--- src/rtl/cpu_pkg.sv ---
// Shared branch-decode constants and the condition-code evaluator
// used by the PC sequencer.
package cpu_pkg;

    localparam logic [5:0]  OP_B     = 6'b000101;
    localparam logic [5:0]  OP_BL    = 6'b100101;
    localparam logic [7:0]  OP_BCOND = 8'h54;
    localparam logic [6:0]  OP_CBZ   = 7'b0110100;
    localparam logic [6:0]  OP_CBNZ  = 7'b0110101;
    localparam logic [21:0] OP_BR    = 22'h3587C0;
    localparam logic [21:0] OP_RET   = 22'h3597C0;

    typedef enum logic [3:0] {
        COND_EQ = 4'b0000, COND_NE = 4'b0001, COND_CS = 4'b0010, COND_CC = 4'b0011,
        COND_MI = 4'b0100, COND_PL = 4'b0101, COND_VS = 4'b0110, COND_VC = 4'b0111,
        COND_HI = 4'b1000, COND_LS = 4'b1001, COND_GE = 4'b1010, COND_LT = 4'b1011,
        COND_GT = 4'b1100, COND_LE = 4'b1101, COND_AL = 4'b1110, COND_NV = 4'b1111
    } cond_e;

    // Even codes give the base test; odd codes invert it, except 1111 which is always.
    function automatic logic cond_pass(input logic [3:0] cond, input logic [3:0] nzcv);
        logic n, z, c, v, base;
        {n, z, c, v} = nzcv;
        case (cond[3:1])
            3'b000:  base = z;
            3'b001:  base = c;
            3'b010:  base = n;
            3'b011:  base = v;
            3'b100:  base = c & ~z;
            3'b101:  base = (n == v);
            3'b110:  base = ~z & (n == v);
            default: base = 1'b1;
        endcase
        if (cond[0] && cond != COND_NV)
            return ~base;
        return base;
    endfunction

endpackage

--- src/rtl/ras_stack.sv ---
// Circular return-address stack; a push to a full stack overwrites the
// oldest entry while the occupancy count saturates.
module ras_stack #(
    parameter int RAS_DEPTH = 4,
    parameter int PC_W      = 32
) (
    input  logic            clk,
    input  logic            reset,
    input  logic            push,
    input  logic            pop,
    input  logic [PC_W-1:0] push_data,
    output logic [PC_W-1:0] top,
    output logic            empty
);
    localparam int PTR_W = $clog2(RAS_DEPTH);
    localparam int CNT_W = $clog2(RAS_DEPTH + 1);

    logic [PC_W-1:0]  mem_q [RAS_DEPTH];
    logic [PTR_W-1:0] ptr_q;
    logic [CNT_W-1:0] cnt_q;
    logic [PTR_W-1:0] ptr_inc;
    logic [PTR_W-1:0] ptr_dec;

    assign ptr_inc = ptr_q + PTR_W'(1);
    assign ptr_dec = ptr_q - PTR_W'(1);
    assign top     = mem_q[ptr_q];
    assign empty   = (cnt_q == '0);

    always_ff @(posedge clk or negedge reset) begin
        if (!reset) begin
            for (int i = 0; i < RAS_DEPTH; i++)
                mem_q[i] <= '0;
            ptr_q <= '0;
            cnt_q <= '0;
        end else if (push) begin
            mem_q[ptr_inc] <= push_data;
            ptr_q          <= ptr_inc;
            if (cnt_q != CNT_W'(RAS_DEPTH))
                cnt_q <= cnt_q + CNT_W'(1);
        end else if (pop && cnt_q != '0) begin
            ptr_q <= ptr_dec;
            cnt_q <= cnt_q - CNT_W'(1);
        end
    end

endmodule

--- src/rtl/pc_sequencer.sv ---
// Program-counter sequencer: decodes branches, computes the next pc,
// tracks BL/RET through a return-address stack and flags RAS mispredicts.
module pc_sequencer
    import cpu_pkg::*;
#(
    parameter int              PC_W         = 32,
    parameter int              RAS_DEPTH    = 4,
    parameter logic [PC_W-1:0] RESET_VECTOR = '0
) (
    input  logic            clk,
    input  logic            reset,
    input  logic [31:0]     inst,
    input  logic            inst_valid,
    input  logic            stall,
    input  logic [3:0]      flags,
    input  logic [PC_W-1:0] rt_val,
    output logic [PC_W-1:0] pc,
    output logic            redirect,
    output logic            link_valid,
    output logic [PC_W-1:0] link_addr,
    output logic            ras_mispredict
);
    logic [PC_W-1:0] pc_q, link_addr_q;
    logic            redirect_q, link_valid_q, mispredict_q;

    logic            accept;
    logic            is_b, is_bl, is_bcond, is_cbz, is_cbnz, is_br, is_ret;
    logic [PC_W-1:0] pc_plus4, off26, off19, rt_tgt, pc_d;
    logic            taken_d, mispredict_d;
    logic [PC_W-1:0] ras_top;
    logic            ras_empty, ras_push, ras_pop;

    always_comb begin
        accept   = inst_valid & ~stall;
        is_b     = (inst[31:26] == OP_B);
        is_bl    = (inst[31:26] == OP_BL);
        is_bcond = (inst[31:24] == OP_BCOND) & ~inst[4];
        is_cbz   = (inst[30:24] == OP_CBZ);
        is_cbnz  = (inst[30:24] == OP_CBNZ);
        is_br    = (inst[31:10] == OP_BR)  & (inst[4:0] == 5'd0);
        is_ret   = (inst[31:10] == OP_RET) & (inst[4:0] == 5'd0);

        pc_plus4 = pc_q + PC_W'(4);
        off26    = {{(PC_W-28){inst[25]}}, inst[25:0], 2'b00};
        off19    = {{(PC_W-21){inst[23]}}, inst[23:5], 2'b00};
        rt_tgt   = {rt_val[PC_W-1:2], 2'b00};

        taken_d = 1'b0;
        pc_d    = pc_plus4;
        if (is_b || is_bl) begin
            taken_d = 1'b1;
            pc_d    = pc_q + off26;
        end else if (is_br || is_ret) begin
            taken_d = 1'b1;
            pc_d    = rt_tgt;
        end else if ((is_bcond && cond_pass(inst[3:0], flags)) ||
                     (is_cbz  && rt_val == '0) ||
                     (is_cbnz && rt_val != '0)) begin
            taken_d = 1'b1;
            pc_d    = pc_q + off19;
        end

        ras_push     = accept & is_bl;
        ras_pop      = accept & is_ret & ~ras_empty;
        mispredict_d = is_ret & (ras_empty | (ras_top != rt_tgt));
    end

    ras_stack #(
        .RAS_DEPTH (RAS_DEPTH),
        .PC_W      (PC_W)
    ) u_ras (
        .clk       (clk),
        .reset     (reset),
        .push      (ras_push),
        .pop       (ras_pop),
        .push_data (pc_plus4),
        .top       (ras_top),
        .empty     (ras_empty)
    );

    // link_addr keeps its last value between BLs; only link_valid qualifies it.
    always_ff @(posedge clk or negedge reset) begin
        if (!reset) begin
            pc_q         <= RESET_VECTOR;
            redirect_q   <= 1'b0;
            link_valid_q <= 1'b0;
            link_addr_q  <= '0;
            mispredict_q <= 1'b0;
        end else if (accept) begin
            pc_q         <= pc_d;
            redirect_q   <= taken_d;
            link_valid_q <= is_bl;
            mispredict_q <= mispredict_d;
            if (is_bl)
                link_addr_q <= pc_plus4;
        end else begin
            redirect_q   <= 1'b0;
            link_valid_q <= 1'b0;
            mispredict_q <= 1'b0;
        end
    end

    assign pc             = pc_q;
    assign redirect       = redirect_q;
    assign link_valid     = link_valid_q;
    assign link_addr      = link_addr_q;
    assign ras_mispredict = mispredict_q;

endmodule
--- config.mk ---
export PLATFORM = sky130hd
export DESIGN_NAME = pc_sequencer
export DESIGN_NICKNAME = d
export VERILOG_FILES = /design/src/rtl/cpu_pkg.sv /design/src/rtl/ras_stack.sv /design/src/rtl/pc_sequencer.sv
export SDC_FILE = /design/constraint.sdc
export NUM_CORES = 1
export LEC_CHECK = 0
export ABC_AREA = 1
export CAP_MARGIN = 20
export CORE_ASPECT_RATIO = 0.9
export CORE_MARGIN = 8
export CORE_UTILIZATION = 45
export CTS_BUF_LIST = sky130_fd_sc_hd__clkbuf_4 sky130_fd_sc_hd__clkbuf_8 sky130_fd_sc_hd__clkbuf_16
export CTS_CLUSTER_DIAMETER = 100
export DETAILED_ROUTE_END_ITERATION = 10
export PLACE_DENSITY_LB_ADDON = 0.25
export REMOVE_ABC_BUFFERS = 1
export SYNTH_ARGS = -nofsm -noshare
export SYNTH_HDL_FRONTEND = slang
export SYNTH_SLANG_ARGS = --single-unit
--- constraint.sdc ---
create_clock -name clk -period 3.4 [get_ports clk]
set_clock_uncertainty 0.15 [all_clocks]
set_input_delay 0.51 -clock clk [delete_from_list [all_inputs] [get_ports clk]]
set_output_delay 0.51 -clock clk [all_outputs]
set_load 0.005 [all_outputs]
; ---- Word level (Yosys, flattened, before mapping)
; Cells that the tools add are included.
[classes]
add_sub_neg = 7
order_cmp = 3
eq_ne = 18
mux = 30
n_bitwise = 18
reduce_logical = 19
[ops]
columns = operator, n
row1 = $mux W32, 6
row2 = $bwmux W128, 1
row3 = $add A32 B32 Y32, 2
row4 = $bmux W32 S2, 1
row5 = $demux W32 S2, 1
row6 = $eq A22 B22 Y1 const B, 2
row7 = $add A32 B3 Y32 const B, 1
row8 = $logic_not A32 Y1, 1
row9 = $ne A32 B32 Y1, 1
row10 = $reduce_bool A32 Y1, 1
row11 = $mux W1, 15
row12 = $eq A7 B6 Y1 const B, 2
row13 = $and A1 B1 Y1, 10
row14 = $eq A3 B3 Y1 const B, 3
row15 = $mux W3, 3
row16 = $eq A8 B7 Y1 const B, 1
row17 = $pmux W1 S7, 1
row18 = $eq A3 B2 Y1 const B, 2
row19 = $eq A6 B3 Y1 const B, 1
row20 = $eq A6 B6 Y1 const B, 1
row21 = $ge A3 B3 Y1 const B, 2
row22 = $logic_and A1 B1 Y1, 6
row23 = $logic_not A3 Y1, 2
row24 = $not A2 Y3, 2
row25 = 18 further kinds, 27
[word_totals]
reg_bits = 200
out_inout_bits = 67
wordCells = 106

; ---- Longest topological paths before layout
; Gate-level depths: netlist of the first run.
[logic_depth]
depth_word = 17
mapped_depth = 18
ltp_nobuf = 18

; ---- Cells and area by module
; Synthesis of the first run repeated with hierarchy kept, for this count alone.
[unflattened]
hier_cells = 2183
area_unflattened_um2 = 14639.0
[by_module_without_submodules]
columns = module, instances, cells_each, area_each_um2, seq_area_each_um2
row1 = pc_sequencer, 1, 1510, 8787.2, 1576.5
row2 = ras_stack, 1, 673, 5851.9, 3328.2

; ---- Worst setup path before layout of the first run
; No wires, ideal clock.
[synth_timing]
kind = input port to flip-flop
startpoint = input inst[26]
endpoint = register u_ras.cnt_q[2]
arrival_ns = 2.482
t_required_ns = 3.171
path_slack_ns = 0.689
path_stages = 14
path_buffers = 3
path_cell_list = inv_1 > nor2_1 > nand2_1 > nor2_4 > inv_2 > nor3_4 > buf_6 > inv_2 > buf_6 > buf_2 > fa_1 > xor2_1 > nor2_2 > xor2_1
[synth_lines]
columns = element, line
row1 = from (decl), pc_sequencer.sv:12  ; input logic [31:0] inst,
row2 = $eq A6 B6 Y1 (*), pc_sequencer.sv:36  ; is_bl = (inst[31:26] == OP_BL);
row3 = $and A1 B1 Y1 (*), pc_sequencer.sv:63  ; ras_push = accept & is_bl;
row4 = net ras_push, pc_sequencer.sv:31  ; logic ras_empty, ras_push, ras_pop;
row5 = $ne A2 B1 Y1 (no source line) or $reduce_bool A2 Y1 (tied branches), n/a
row6 = $reduce_and A2 Y1 (no source line), n/a
row7 = to (signal assigned), ras_stack.sv:39  ; cnt_q <= cnt_q + CNT_W'(1);
row8 = to (signal assigned), ras_stack.sv:42  ; cnt_q <= cnt_q - CNT_W'(1);
row9 = to (decl), ras_stack.sv:20  ; logic [CNT_W-1:0] cnt_q;
; Mark *: on every way through the listed nets, which the timed path passes. The rest lies on a longest branch.
; A chain may end at the register's enable or synchronous reset.

; ---- Worst setup path after layout of the first run
[layout_timing]
startpoint = register pc_q[10], in the netlist pc[10]
endpoint = register pc_q[25], in the netlist pc[25]
[layout_between]
elab_chain_cells = 4
[layout_rtl]
columns = element, line
row1 = from (decl), pc_sequencer.sv:23  ; logic [PC_W-1:0] pc_q, link_addr_q;
row2 = from (signal assigned), pc_sequencer.sv:90  ; pc_q <= pc_d;
row3 = $add A32 B3 Y32 or $add A32 B32 Y32 (tied branches), "pc_sequencer.sv:43, pc_sequencer.sv:60"
row4 = $mux W32, pc_sequencer.sv:56  ; end else if ((is_bcond && cond_pass(inst[3:0], flags)) ||
row5 = $mux W32, pc_sequencer.sv:53  ; end else if (is_br || is_ret) begin
row6 = $mux W32 (*), pc_sequencer.sv:50  ; if (is_b || is_bl) begin
; Every way passes the cells marked *; elsewhere a longest branch is shown, timed or not.

==> results.txt, run 1 <==
outcome -> finished, final reports clean
Starting DRT DRC Count -> 1641
Total Die Area -> 37740 sq um
grt total ovfl -> 0
TritonCTS clock tree -> done
Setup-failing EPs final -> 0
Synth Register Bits -> 188
R2R setup slack -> 0.46 ns
# DRC -> 0
initial antenna violation count -> 0
Slew headroom -> 41.45%
Worst Path Arrival -> 3.14 ns
YS warnings -> 0
Longest Clk Path Bufs -> 2
Slew @ Worst Pin -> 0.8716 ns
mapped cell area -> 14300 sq um
Power Density -> 550.3 nW/um^2
worst min path class -> flip-flop to flip-flop
Seq pwr share -> 29.0%
Rows -> 62
highest clock rate -> 339.7 MHz
maxcap violations -> 0
Die H -> 185.1 um
final setup TNS -> 0 ns
I/O pin count -> 139
fillers -> 3079
final setup margin -> 0.4561 ns
core box area -> 31570 sq um
Seq/Total Area, Yosys -> 32.90%
first-pass GRT wire length -> 88.80 mm
Worst Path Required -> 3.60 ns
layout net count -> 2517
WS Path Type -> flip-flop to flip-flop
H-tree depth -> 4
Place WS -> 0.05084 ns
fin. max-slew vios -> 0
share of layout cells above drive strength 1 -> 8.859%
RSZ-0062 raised after global routing -> false
Starting Density -> 45.28%
Initial DRT Pass Iterations -> 5
clock-pin slew on the worst setup and hold paths -> 0.08 ns
Combinational Power Share -> 47.6%
largest net degree at the start of global routing -> 88
port bufs -> 134
Worst-Skew Late Latency -> 0.45 ns
total CTS buffers -> 17
routed wire length -> 58.86 mm
Area Growth Syn to Fin -> 22.37%
Via density -> 5.539
post-CTS setup buffers -> 0
Distinct cells, synth -> 57
Final Cell Area -> 17500 sq um
Chip Width -> 203.9 um
cell count after synthesis -> 2166
Max IR drop VDD -> 328.0 uV
vias -> 15560
Psw -> 4153 uW
element type at the critical path end -> flip-flop
CTS resizes -> 0
crit path time final -> 2.944 ns
RePlAce Congestion -> 1.011
Final ANT Viol Nets -> 0
final core utilization -> 55.41%
Clk Tree Root Cell -> clkbuf_16
Leakage -> 0.008699 uW
Post-Syn Area per Cell -> 6.601 sq um
GRT Overall Usage -> 30.93%
area of the multi-input gates -> 8349 sq um
Clk pwr share -> 23.4%
CTS sink count -> 188
DP Wirelength -> 46.04 mm
number of global-route vias before repair -> 15260
P_int -> 5475 uW
post-cts hold buffer count -> 1
FF/Latch Area -> 4706 sq um
drt wl/cell -> 20.95 um
Antenna diodes -> 0
placed cell area -> 16830 sq um
nature of the critical path startpoint -> flip-flop
fin crit share -> 86.59%
sw frac -> 43.13%
Fin. Hold Viols -> 0
worst-path fanout max -> 7
-- cells in the mapped netlist, drive strengths merged --
cell type / instances / area [sq um]
ha: 62 / 775.7
a22o: 2 / 17.52
fa: 3 / 60.06
a32o: 2 / 20.02
nand3: 136 / 695.7
o22ai: 5 / 31.28
o21ai: 232 / 1180
clkinv: 1 / 3.750
xnor2: 22 / 211.5
and2: 2 / 12.52
a21o: 2 / 15.01
a221oi: 3 / 26.28
nand2b: 1 / 6.260
a21oi: 140 / 704.4
nor2: 184 / 739.5
o311ai: 3 / 26.28
nor3b: 1 / 7.510
o21bai: 10 / 75.07
a211oi: 2 / 15.01
nand4: 27 / 168.9
o21a: 1 / 7.510
or2: 6 / 37.54
a22oi: 3 / 22.52
nand3b: 9 / 67.56
and3: 1 / 6.260
buf: 36 / 231.5
conb: 1 / 3.750
nor3: 31 / 186.4
dfrtp: 188 / 4705
inv: 237 / 889.6
clkbuf: 36 / 135.1
o211ai: 5 / 37.54
nand2: 724 / 2755
a31oi: 2 / 12.51
a32oi: 2 / 17.52
or3: 1 / 6.260
xor2: 43 / 384.1
-- power groups by stage --
stage	sequential, uW	combinational (uW)	clock (uW)
finish	2790	4580	2250
global route	2800	5000	2340
CTS	2770	4520	2270
detailed placement	2810	4490	0
global placement	2810	4490	0
floorplan	2750	2480	0
-- registers in the layout, summed over array words and instances, names as in the netlist --
register	flops
ras_mispredict	1
u_ras.ptr_q	2
link_valid	1
redirect	1
u_ras.mem_q	120
u_ras.cnt_q	3
pc	30
link_addr	30
-- cell usage in the layout, fill, tap and decap left out, drive strengths merged, types with 6 or more instances in the layout --
cell	synthesis	routed
xor2	43	43
dfrtp	188	188
ha	62	62
or2	6	6
nand4	27	27
nand2	724	724
inv	237	241
xnor2	22	22
o21bai	10	10
a21oi	140	140
nand3	136	136
buf	36	129
clkdlybuf4s50	0	133
clkbuf	36	22
o21ai	232	232
nor3	31	31
nand3b	9	9
nor2	184	184
-- per-stage QoR --
stage / std cells / power, uW / hold slack (ns)
after floorplan: 2097 / 5223 / 0.06441
after global placement: 2776 / 7302 / 0.3080
after detailed placement: 2776 / 7302 / 0.3167
after CTS: 2809 / 9557 / 0.3350
after global routing: 2809 / 10150 / 0.3570
final: 2809 / 9628 / 0.3375
-- area by class of cell --
class | count | area share (%)
inverter | 238 | 5.106
timing repair buffer | 264 | 13.57
multi-input combinational | 1671 | 47.72
clock inverter | 11 | 1.023
clock buffer | 21 | 2.710
tap | 416 | 2.975
sequential | 188 | 26.90
-- worst paths after layout --
check                                             startpoint                           end  depth (start not counted)
worst max-delay path                      pc[10]$_DFFE_PN0P_            pc[25]$_DFFE_PN0P_                         13
worst min-delay path            u_ras.mem_q[127]$_DFFE_PN0P_  u_ras.mem_q[127]$_DFFE_PN0P_                          2
worst max register to register            pc[10]$_DFFE_PN0P_            pc[25]$_DFFE_PN0P_                         13
worst min register to register  u_ras.mem_q[127]$_DFFE_PN0P_  u_ras.mem_q[127]$_DFFE_PN0P_                          2
max in group asynchronous                              reset            pc[27]$_DFFE_PN0P_                          3
min in group asynchronous                              reset   u_ras.mem_q[35]$_DFFE_PN0P_                          2
-- worst max-delay path, stage by stage (launching register included) --
cell	delay (ns)
dfrtp_1	0.65
ha_1	0.37
a21oi_1	0.19
o21ai_0	0.19
a21oi_1	0.34
inv_1	0.08
nand2_1	0.07
nand3_1	0.09
buf_4	0.17
nor2_1	0.07
o21ai_0	0.11
buf_4	0.19
a21oi_1	0.12
nor2_1	0.05
-- cell families (layout without fill, tap and decap cells) --
logic type               count (synthesis)  after routing  share of synthesized area [%]
adder cells (fa/ha/maj)                 65             65                          5.846
XOR/XNOR                                65             65                          4.166
AND/OR/NAND/NOR                       1123           1123                          32.80
other                                    1              4                        0.02623
buffers and inverters                  310            534                          8.812
flip-flops                             188            188                          32.90
AO/OA/AOI/OAI                          414            414                          15.45
-- layer usage --
layer	up-vias	wire, um	global-route usage [%]
met3	108	4454	3.882
li1	7432	-	-
met2	697	27480	51.87
met5	-	0	0
met1	7321	24270	39.44
met4	0	2657	14.26
Note: power is estimated with default switching activity, not from simulation.
==> inputs of run 2 (changes only) <==
--- a/config.mk
+++ b/config.mk
@@ -5,7 +5,6 @@
 export SDC_FILE = /design/constraint.sdc
 export NUM_CORES = 1
 export LEC_CHECK = 0
-export ABC_AREA = 1
 export CAP_MARGIN = 20
 export CORE_ASPECT_RATIO = 0.9
 export CORE_MARGIN = 8
==> run 2 against run 1 <==
Register-to-register slack worse by 0.41 ns. Non-clock buffer count up 111. Clock-buffer cell count down 4. First-iteration DRC count down 37%. Critical path depth down 1. Combinational power up 2%. Die area down 14%. Clock power down 8%. Synthesized cell count down 40%. Cell count down 29%. Via count down 27%. Critical path type unchanged. Largest power group unchanged.
==> results.txt, run 2 <==
layout net count -> 1775 (-29%)
R2R setup slack -> 0.05 ns (-0.41 ns)
Simple-Gate Fraction of Synth Area -> 14.76% (-18 points)
outcome -> finished, final reports clean
core box area -> 26670 sq um (-16%)
Rows -> 57 (-8.1%)
Critical R2R Capture -> pc[28]$_DFFE_PN0P_
most common cell in the netlist -> dfrtp_1
start of the worst register-to-register path -> pc[2]$_DFFE_PN0P_
Power Density -> 582.5 nW/um^2 (+5.8%)
cell count after synthesis -> 1308 (-40%)
# DRC -> 0 (unchanged)
Initial DRT Pass Iterations -> 5 (unchanged)
Setup-failing EPs final -> 0 (unchanged)
Starting Density -> 45.32% (about the same)
Starting DRT DRC Count -> 1034 (-37%)
top post-synthesis cells by area -> dfrtp_1, a21oi_1, ha_1, mux4_2, nor2_1
clock-pin slew on the worst setup and hold paths -> 0.08 ns (about the same)
DP Wirelength -> 30.94 mm (-33%)
ys flop type -> dfrtp_1
Worst-Skew Late Latency -> 0.44 ns (about the same)
fillers -> 2261 (-27%)
initial antenna violation count -> 0 (unchanged)
RSZ-0062 raised after global routing -> true
first-pass GRT wire length -> 62.66 mm (-29%)
Synth top area share -> 38.92% (+6.0 points)
Slew headroom -> 48.35% (+6.9 points)
final core utilization -> 60.93% (+5.5 points)
vias -> 11430 (-27%)
Slew @ Worst Pin -> 0.7692 ns (-0.1023 ns)
hold path endpoint -> link_addr[25]$_DFFE_PN0P_
Fin. Hold Viols -> 0 (unchanged)
TritonCTS clock tree -> done
crit path time final -> 3.354 ns (+0.4099 ns)
maxcap violations -> 0 (unchanged)
Synth Area in Compound Gates -> 20.26% (+4.8 points)
CP cell instances -> ha_4, fa_2, a211o_1, a211o_1, a221oi_4, o31ai_4, o41ai_4, o31ai_2, a31oi_1, xor2_1, a221oi_1, a221o_1
drt wl/cell -> 20.05 um (-4.3%)
worst-path fanout max -> 3 (-4)
Seq/Total Area, Yosys -> 38.92% (+6.0 points)
Via density -> 5.701 (+2.9%)
largest family of logic cells by synthesized area -> compound AO/OA/AOI/OAI gates
Area Growth Syn to Fin -> 34.42%
most frequent cells in the layout -> buf_4, dfrtp_1, nor2_1
routed wire length -> 40.21 mm (-32%)
cell taking the most area after synthesis -> dfrtp_1
R2R depth -> 12 (-1)
placed cell count -> 1967 (-29%)
xor/xnor share of the synthesized area -> 7.824% (+3.7 points)
Distinct cells, synth -> 67 (+18%)
WS Path Type -> flip-flop to flip-flop
number of global-route vias before repair -> 11270 (-26%)
Total Die Area -> 32370 sq um (-14%)
Synth Register Bits -> 188 (unchanged)
share of layout cells above drive strength 1 -> 20.78% (+12 points)
highest clock rate -> 298.2 MHz (-12%)
port bufs -> 134 (unchanged)
multiplexer share of the synthesized area -> 8.466% (+8.5 points)
element type at the critical path end -> flip-flop
Adder-Cell Fraction of Synth Area -> 6.914% (+1.1 points)
mapped cell area -> 12090 sq um (-15%)
largest net degree at the start of global routing -> 81 (-8.0%)
beginning of the worst hold path -> link_addr[25]$_DFFE_PN0P_
Die H -> 171.5 um (-7.4%)
worst min path class -> flip-flop to flip-flop
H-tree depth -> 4 (unchanged)
RePlAce Congestion -> 0.9348 (-7.5%)
Max IR drop VDD -> 322.7 uV (-1.6%)
Worst path most repeated cell -> a211o_1
Longest Clk Path Bufs -> 2 (unchanged)
GRT Overall Usage -> 24.70% (-6.2 points)
CTS sink count -> 188 (unchanged)
number of enable flip-flop cells after synthesis -> 0 (unchanged)
largest reg by FF count -> u_ras.mem_q
Post-Syn Area per Cell -> 9.242 sq um (+40%)
Worst Hold Depth -> 2 (unchanged)
total CTS buffers -> 17 (unchanged)
max reg flops -> 120 (unchanged)
Antenna diodes -> 0 (unchanged)
I/O pin count -> 139 (unchanged)
nature of the critical path startpoint -> flip-flop
slowest CP cell -> dfrtp_1
Final ANT Viol Nets -> 0 (unchanged)
Commonest cells post-synth -> dfrtp_1, a21oi_1, nor2_1, nand2_1, ha_1
fin crit share -> 98.64% (+12 points)
Leakage -> 0.007339 uW (-16%)
commonest non-fill, non-tap cell in the layout -> buf_4
Non-Filler Instances -> 2005 (-29%)
Worst Path Required -> 3.58 ns (-0.02 ns)
Worst Path Arrival -> 3.54 ns (+0.40 ns)
Async SR Flop Fraction -> 100.0% (unchanged)
Clk Tree Root Cell -> clkbuf_16
slowest stage delay, CP -> 0.41 ns (-0.24 ns)
YS warnings -> 0 (unchanged)
grt total ovfl -> 0 (unchanged)
fin. max-slew vios -> 0 (unchanged)
Chip Width -> 188.8 um (-7.4%)
==> run 2: changes by cell type in the layout (fill, tap and decap cells not counted), sizes merged, moves of 18 or more <==
cell	before	now
nand2	724	97
inv	241	24
o21ai	232	91
nand3	136	20
buf	129	240
xnor2	22	59
a21oi	140	176
mux4	0	31
a21o	2	28
nor3	31	10
mux2	0	20
nor4	0	18
==> run 2: logic make-up (layout without fill, tap and decap cells) <==
family	after synthesis	after routing
AO/OA/AOI/OAI	402	402
buffers and inverters	86	426
AND/OR/NAND/NOR	397	397
XOR/XNOR	108	108
other	1	4
adder cells (fa/ha/maj)	65	65
flip-flops	188	188
multiplexers	61	61
==> run 2: cell type report <==
cell class              count  area [sq um]  area share, %
clock buffers              17         425.4          2.618
clock inverters            15         200.2          1.232
well taps                 354         442.9          2.726
repair buffers            375          3233          19.90
multi-input cells        1037          7172          44.13
flip-flops and latches    188          4706          28.96
inverters                  19         71.32         0.4389
==> run 2: worst max-delay path by stage <==
stage,startpoint,to,slack [ns],cells after the start
finish,pc[2]$_DFFE_PN0P_,pc[28]$_DFFE_PN0P_,0.05,12
CTS,inst[6],pc[28]$_DFFE_PN0P_,0.001,12
floorplan,stall,u_ras.cnt_q[2]$_DFFE_PN0P_,-0.65,7
global placement,inst[5],pc[28]$_DFFE_PN0P_,-0.61,13
detailed placement,inst[5],pc[28]$_DFFE_PN0P_,-0.66,13
global route,pc[2]$_DFFE_PN0P_,pc[28]$_DFFE_PN0P_,-0.09,12
==> run 2: through the flow <==
step	hold WS, ns	total power (uW)	worst slack (ns)	setup TNS, ns	area (sq um)
floorplan	0.06441	5090	-0.6498	-6.590	11830
global placement	0.3119	7192	-0.6148	-7.919	15470
detailed placement	0.3219	7225	-0.6606	-8.607	15470
CTS	0.3387	9348	0.001476	0	16130
global route	0.3542	9994	-0.08818	-0.2439	16250
finish	0.3323	9466	0.04613	0	16250
==> run 2: metal layers <==
| metal | part of all wire (%) | global-route usage, % | up-vias |
|---|---|---|---|
| met3 | 7.2 | 4.601 | 58 |
| met5 | 0 | 0 | - |
| met4 | 2.3 | 7.538 | 0 |
| met1 | 46 | 34.86 | 5545 |
| met2 | 44 | 38.20 | 416 |
| li1 | - | - | 5411 |
==> run 2: worst max-delay path, delay by kind of cell, from the launching register on <==
family / cells / cell delay, ns
AOI/OAI and AO/OA: 9 / 2.00
DFF: 1 / 0.41
adders and majority gates: 2 / 0.50
xor gates and xnor gates: 1 / 0.16
==> run 2: where the power goes <==
group | internal (uW) | switching [uW] | leakage [uW] | total, uW
Clock | 1070 | 1000 | 0.000295 | 2070
Combinational | 2270 | 2380 | 0.00450 | 4650
Sequential | 2460 | 290 | 0.00254 | 2750
==> run 2: repair_timing <==
item / 4_1_cts / 5_1_grt
setup endpoints to repair: 7 / 11
hold buffers: 1 / 0
setup buffers: 1 / 4
pin swaps: 1 / 6
hold endpoints to repair: 77 / 0
gates resized for setup: 5 / 18
==> inputs of run 3 (changes only) <==
--- a/config.mk
+++ b/config.mk
@@ -14,6 +14,7 @@
 export DETAILED_ROUTE_END_ITERATION = 10
 export PLACE_DENSITY_LB_ADDON = 0.25
 export REMOVE_ABC_BUFFERS = 1
+export SLEW_MARGIN = 5
 export SYNTH_ARGS = -nofsm -noshare
 export SYNTH_HDL_FRONTEND = slang
 export SYNTH_SLANG_ARGS = --single-unit
==> results of run 3 <==
The final DEF is identical to that of run 2; final timing and power are the same.
